<file path="src/rtl/pwm_pkg.sv">
// Shared constants and dead-time FSM state encoding for the PWM gate driver.
package pwm_pkg;

   localparam int unsigned DefaultPeriod   = 1000;
   localparam int unsigned DefaultDeadTime = 4;

   typedef enum logic [2:0] {
      StIdle,
      StLo,
      StDtLh,
      StHi,
      StDtHl
   } dt_state_e;

endpackage

</file>
<file path="src/rtl/deadtime_fsm.sv">
// Dead-time sequencer: turns the raw comparator output into complementary
// high/low gate drives separated by DEAD_TIME cycles of both-off.
module deadtime_fsm
   import pwm_pkg::*;
#(
   parameter int unsigned CNT_WIDTH = 10,
   parameter int unsigned DEAD_TIME = DefaultDeadTime
) (
   input  logic clk,
   input  logic reset,
   input  logic raw,
   input  logic enable,
   output logic pwm_hi,
   output logic pwm_lo
);

   localparam logic [CNT_WIDTH-1:0] DtLoad = CNT_WIDTH'(DEAD_TIME - 1);
   localparam logic [CNT_WIDTH-1:0] DtOne  = CNT_WIDTH'(1);

   dt_state_e              state_q, state_d;
   logic [CNT_WIDTH-1:0]   dtcnt_q, dtcnt_d;

   always_comb begin
      state_d = state_q;
      dtcnt_d = dtcnt_q;
      if (!enable) begin
         state_d = StIdle;
      end else begin
         case (state_q)
            StIdle: begin
               state_d = StDtHl;
               dtcnt_d = DtLoad;
            end
            StLo: begin
               if (raw) begin
                  state_d = StDtLh;
                  dtcnt_d = DtLoad;
               end
            end
            StHi: begin
               if (!raw) begin
                  state_d = StDtHl;
                  dtcnt_d = DtLoad;
               end
            end
            // Both dead states resolve to whichever side raw requests at expiry,
            // so a raw pulse shorter than the dead time falls back silently.
            StDtLh, StDtHl: begin
               if (dtcnt_q == '0) begin
                  state_d = raw ? StHi : StLo;
               end else begin
                  dtcnt_d = dtcnt_q - DtOne;
               end
            end
            default: state_d = StIdle;
         endcase
      end
   end

   always_ff @(posedge clk) begin
      if (!reset) begin
         state_q <= StIdle;
         dtcnt_q <= '0;
         pwm_hi  <= 1'b0;
         pwm_lo  <= 1'b0;
      end else begin
         state_q <= state_d;
         dtcnt_q <= dtcnt_d;
         pwm_hi  <= (state_d == StHi);
         pwm_lo  <= (state_d == StLo);
      end
   end

endmodule

</file>
<file path="src/rtl/pwm_deadtime_driver.sv">
// PWM generator with clamped, double-buffered duty input and dead-time
// protected complementary gate outputs.
module pwm_deadtime_driver
   import pwm_pkg::*;
#(
   parameter int unsigned WIDTH     = 16,
   parameter int unsigned CNT_WIDTH = 10,
   parameter int unsigned PERIOD    = DefaultPeriod,
   parameter int unsigned DEAD_TIME = DefaultDeadTime
) (
   input  logic                    clk,
   input  logic                    reset,
   input  logic signed [WIDTH-1:0] ctrl_in,
   input  logic                    ctrl_valid,
   output logic                    ctrl_ready,
   input  logic                    enable,
   output logic                    pwm_hi,
   output logic                    pwm_lo,
   output logic [CNT_WIDTH-1:0]    duty_out,
   output logic                    period_start,
   output logic                    sat_flag
);

   localparam logic [CNT_WIDTH-1:0]    CntLast = CNT_WIDTH'(PERIOD - 1);
   localparam logic [CNT_WIDTH-1:0]    CntOne  = CNT_WIDTH'(1);
   localparam logic [CNT_WIDTH-1:0]    DutyMax = CNT_WIDTH'(PERIOD);
   localparam logic signed [WIDTH-1:0] LimitHi = WIDTH'(PERIOD);

   logic [CNT_WIDTH-1:0] cnt_q, cnt_d;
   logic [CNT_WIDTH-1:0] shadow_q, shadow_d;
   logic [CNT_WIDTH-1:0] duty_q, duty_d;
   logic                 pending_q, pending_d;
   logic                 sat_q, sat_d;
   logic                 accept, wrap, raw;
   logic [CNT_WIDTH-1:0] clamped;
   logic                 clamp_hit;

   assign accept = ctrl_valid && ctrl_ready;
   assign wrap   = enable && (cnt_q == CntLast);
   assign raw    = (cnt_q < duty_q);

   always_comb begin
      clamped   = ctrl_in[CNT_WIDTH-1:0];
      clamp_hit = 1'b0;
      if (ctrl_in[WIDTH-1]) begin
         clamped   = '0;
         clamp_hit = 1'b1;
      end else if (ctrl_in > LimitHi) begin
         clamped   = DutyMax;
         clamp_hit = 1'b1;
      end
   end

   always_comb begin
      cnt_d     = cnt_q;
      shadow_d  = shadow_q;
      duty_d    = duty_q;
      pending_d = pending_q;
      sat_d     = sat_q;
      if (!enable) begin
         cnt_d = '0;
      end else if (wrap) begin
         cnt_d = '0;
      end else begin
         cnt_d = cnt_q + CntOne;
      end
      if (wrap && pending_q) begin
         duty_d    = shadow_q;
         pending_d = 1'b0;
      end
      // Accept only happens with pending clear, so a same-cycle wrap cannot
      // pick up the new value; it waits for the following wrap.
      if (accept) begin
         shadow_d  = clamped;
         pending_d = 1'b1;
         sat_d     = clamp_hit;
      end
   end

   always_ff @(posedge clk) begin
      if (!reset) begin
         cnt_q     <= '0;
         shadow_q  <= '0;
         duty_q    <= '0;
         pending_q <= 1'b0;
         sat_q     <= 1'b0;
      end else begin
         cnt_q     <= cnt_d;
         shadow_q  <= shadow_d;
         duty_q    <= duty_d;
         pending_q <= pending_d;
         sat_q     <= sat_d;
      end
   end

   assign ctrl_ready   = reset && !pending_q;
   assign period_start = reset && enable && (cnt_q == '0);
   assign duty_out     = duty_q;
   assign sat_flag     = sat_q;

   deadtime_fsm #(
      .CNT_WIDTH (CNT_WIDTH),
      .DEAD_TIME (DEAD_TIME)
   ) u_deadtime_fsm (
      .clk    (clk),
      .reset  (reset),
      .raw    (raw),
      .enable (enable),
      .pwm_hi (pwm_hi),
      .pwm_lo (pwm_lo)
   );

endmodule

</file>
<file path="config.mk">
export PLATFORM = sky130hd
export DESIGN_NAME = pwm_deadtime_driver
export DESIGN_NICKNAME = d
export VERILOG_FILES = /design/src/rtl/pwm_pkg.sv /design/src/rtl/deadtime_fsm.sv /design/src/rtl/pwm_deadtime_driver.sv
export SDC_FILE = /design/constraint.sdc
export NUM_CORES = 1
export LEC_CHECK = 0
export CORE_UTILIZATION = 58
export DETAILED_ROUTE_END_ITERATION = 16
export PLACE_DENSITY = 0.84
export RECOVER_POWER = 50
export SLEW_MARGIN = 20
export SYNTH_ARGS = -nofsm -noshare
export SYNTH_HDL_FRONTEND = slang
export SYNTH_SLANG_ARGS = --single-unit
</file>
<file path="constraint.sdc">
create_clock -name clk -period 3.4 [get_ports clk]
set_input_delay 0.68 -clock clk [delete_from_list [all_inputs] [get_ports clk]]
set_output_delay 0.68 -clock clk [all_outputs]
set_load 0.01 [all_outputs]
</file>
==> summary.md <==
| Metric | Value |
|---|---|
| Setup CP Type | in -> out |
| DR pass1 iterations | 5 |
| Worst-path maximum fanout | 4 |
| PD cells | roughly 370 mW/mm^2 |
| Post-route cell area | 0.00289 mm^2 |
| Die Wd | between 60 and 70 um |
| Area leader, netlist | dfxtp_1 |
| Synth area leaders | dfxtp_1 (39%), nor2_1 (7.6%), ha_1 (6.2%), mux2i_1 (4.1%), a21oi_1 (3.3%) |
| Post-synth EDFFs | 0 |
| Vias per cell | around 5.6 |
| Max stage delay on crit path | 0.64 ns |
| Final nets | ~350 |
| Min-delay src | u_deadtime_fsm.dtcnt_q[5] |
| Max cap viols | 0 |
| Ports | 35 |
| Clk_skew | around 0.0036 ns |
| CTS tree | built |
| Initial DRC count | between 90 and 100 |
| Setup slack, reg-to-reg | between 1 and 1.5 ns |
| Final Total Pwr | around 1.1 mW |
| Post-synth top flop | dfxtp_1 |
| Worst R2R End | u_deadtime_fsm.dtcnt_q[9] |
| Synth warn | 0 |
| Critical Path Slowest Stage Cell | dlygate4sd3_1 |
| Synth Instances | 279 |
| Antenna diodes | 0 |
| Port Buffers | 34 |
| Yosys top cell area share | 0.386 |
| Most instantiated cells after synthesis | nor2_1 (49), dfxtp_1 (47), nand2_1 (21) |
| WHS | roughly 0.5 ns |
| Final global-route overflow total | 0 |
| Total routed wirelength | roughly 5100 um |
| Post-CTS Hold Buffers | 0 |
| Die area | around 0.0045 mm^2 |
| Ys async rst share | 0 |
| Worst path cell trace | dlygate4sd3_1, nand2_1, and4b_1, clkdlybuf4s50_1 |
| RR Startpoint | duty_out[3] |
| Hold path depth | 2 |
| VDD IR-drop max | 0.000259 V |
| Pins Over Slew Limit | 0 |
| Syn Nets | just over 300 |
| WL/cell | between 10 and 15 um |
| Leakage | between 1 and 1.5 nW |
| Starting Density | 0.605 |
| Post-CTS setup repair buffer count | 0 |
| Initial antenna violation count | 0 |
| Worst path bufs/invs | 2 |
| Vias in the first global route | 1892 |
| Core ar. | just over 0.004 mm^2 |
| Total track usage | 0.262 |
| # resized after CTS | 0 |
| Sequential area share after synthesis | 0.386 |
| Most common cell in the netlist | nor2_1 |
| Clk sink count | 47 |
| Synthesized area per cell | approximately 8.7 um^2 |
| Detail Route Antenna Nets | 0 |
| Detailed-placement wirelength estimate | roughly 4000 um |
| Insertion delay to the later sink of the worst-skew pair | approximately 0.31 ns |
| Clock tree buffer depth | 2 |
| Min cycle time layout | just under 3 ns |
| Critical Path RT | 2.72 ns |
| Die Span Y | about 67 um |
| WP data arrival | ~2.2 ns |
| Distinct cells, synth | 59 |
| Worst Hold Class | reg -> reg |
| Vias | between 2k and 2.5k |
| DRC viols | 0 |
| RSZ-0062 raised after global routing | no |
| Setup TNS | 0 ns |
| CTS buffer count | 5 |
| Netlist Area Pre-Place | about 0.0024 mm^2 |
| Crit start category | primary input |
| Synthesized flop and latch total | 47 |
| Num rows | 23 |
| F_max | about 350 MHz |
| Crit. End Element | output port |
| Root Buffer | clkbuf_8 |
| Setup violators final | 0 |
| Hold Path Sink | u_deadtime_fsm.dtcnt_q[5] |
| Area after DPL | ~0.0028 mm^2 |
| Status | finished clean |
| Slew margin rel. | 0.642 |
| R2R depth | 7 |
| Global-route wire length before repair | between 8000 and 9000 um |
| Clock Pin Slew Worst Setup and Hold Paths | ~0.090 ns |
| Slew of the pin with the lowest slew margin | around 0.54 ns |
| Crit path max-delay family | buffers and inverters |
| Final Hold Fails | 0 |
| Final Cycle Share | 0.847 |
| H-Tree Level Count | 2 |
| Layout cells sized above 1 | 0.0918 |
| Largest net degree at the start of global routing | 25 |
| GPL Wtd Cong | 0.828 |
| Area grow syn2layout | 18.7% |
==> worst register-to-register path, stage by stage, from the launching register on <==
cell      delay [ns]
dfxtp_1         0.39
inv_1           0.08
ha_1            0.33
a211oi_1        0.44
o22ai_4         0.16
mux2i_4         0.23
nor3_4          0.42
a311oi_2        0.16
==> layout make-up <==
class | instances | area [um^2]
inverter | 18 | 67.6
timing repair buffer | 38 | 363
clock buffer | 5 | 68.8
multi-input combinational | 205 | 1370
fill | 327 | 1140
clock inverter | 3 | 18.8
sequential | 47 | 941
tap | 50 | 62.6
==> stage by stage <==
| step | setup slack, ns | util | instances |
|---|---|---|---|
| 6_report | 0.519 | 0.718 | 366 |
| 5_1_grt | 0.455 | 0.718 | 366 |
| 4_1_cts | 0.586 | 0.720 | 366 |
| 3_5_place_dp | 0.599 | 0.699 | 358 |
| 3_3_place_gp | 0.618 | 0.699 | 358 |
| 2_1_floorplan | 1.37 | - | 279 |
==> layout by cell type, fill, tap and decap left out, types with 2 or more instances in the layout <==
| cell | count |
|---|---|
| nor2_1 | 49 |
| dfxtp_1 | 47 |
| nand2_1 | 22 |
| clkdlybuf4s50_1 | 20 |
| inv_1 | 17 |
| a21oi_1 | 16 |
| dlygate4sd3_1 | 14 |
| nor3_1 | 12 |
| ha_1 | 12 |
| mux2i_1 | 10 |
| nand3_1 | 7 |
| o21ai_0 | 6 |
| o21ai_1 | 5 |
| xor2_1 | 5 |
| clkbuf_8 | 5 |
| a31oi_1 | 4 |
| a22oi_1 | 4 |
| xnor2_1 | 3 |
| a211oi_1 | 3 |
| nor4b_1 | 2 |
| nand4_1 | 2 |
| and3_1 | 2 |
| a311oi_2 | 2 |
| and2_1 | 2 |
| nor2b_1 | 2 |
| o41ai_1 | 2 |
| or3_1 | 2 |
| o211a_1 | 2 |
| clkinv_2 | 2 |
| clkbuf_1 | 2 |
| buf_4 | 2 |
==> sequential cells by signal, indices dropped and copies added (netlist names) <==
name / flops
cnt_q: 10
duty_out: 10
pending_q: 1
sat_flag: 1
shadow_q: 10
u_deadtime_fsm.dtcnt_q: 10
u_deadtime_fsm.pwm_hi: 1
u_deadtime_fsm.pwm_lo: 1
u_deadtime_fsm.state_q: 3
==> where the power goes <==
part | internal, mW | switching (mW)
clock | 0.145 | 0.191
combinational | 0.0645 | 0.0747
sequential | 0.565 | 0.0164
total | 0.774 | 0.282
==> routing by layer <==
metal  part of all wire  GRT usage  routed length, um
met2               0.47      0.417               2430
met5                  0          0                  0
met3              0.045     0.0702                229
met1               0.47      0.339               2390
met4              0.016     0.0878                 81
==> logic make-up after synthesis <==
kind of cell             Yosys count  synth area share
AO/OA/AOI/OAI                     55             0.174
XOR/XNOR                           9            0.0354
adder cells (fa/ha/maj)           12            0.0616
buffers and inverters             27            0.0498
flip-flops                        47             0.386
multiplexers                      11            0.0503
AND/OR/NAND/NOR                  118             0.242
==> worst max path at each step <==
stage | from | to | cells after the start
5_1_grt | enable | period_start | 4
4_1_cts | reset | ctrl_ready | 5
2_1_floorplan | duty_out[3] | u_deadtime_fsm.dtcnt_q[3] | 7
3_3_place_gp | reset | ctrl_ready | 5
6_report | enable | period_start | 4
3_5_place_dp | reset | ctrl_ready | 5
Note: power is estimated with default switching activity, not from simulation.
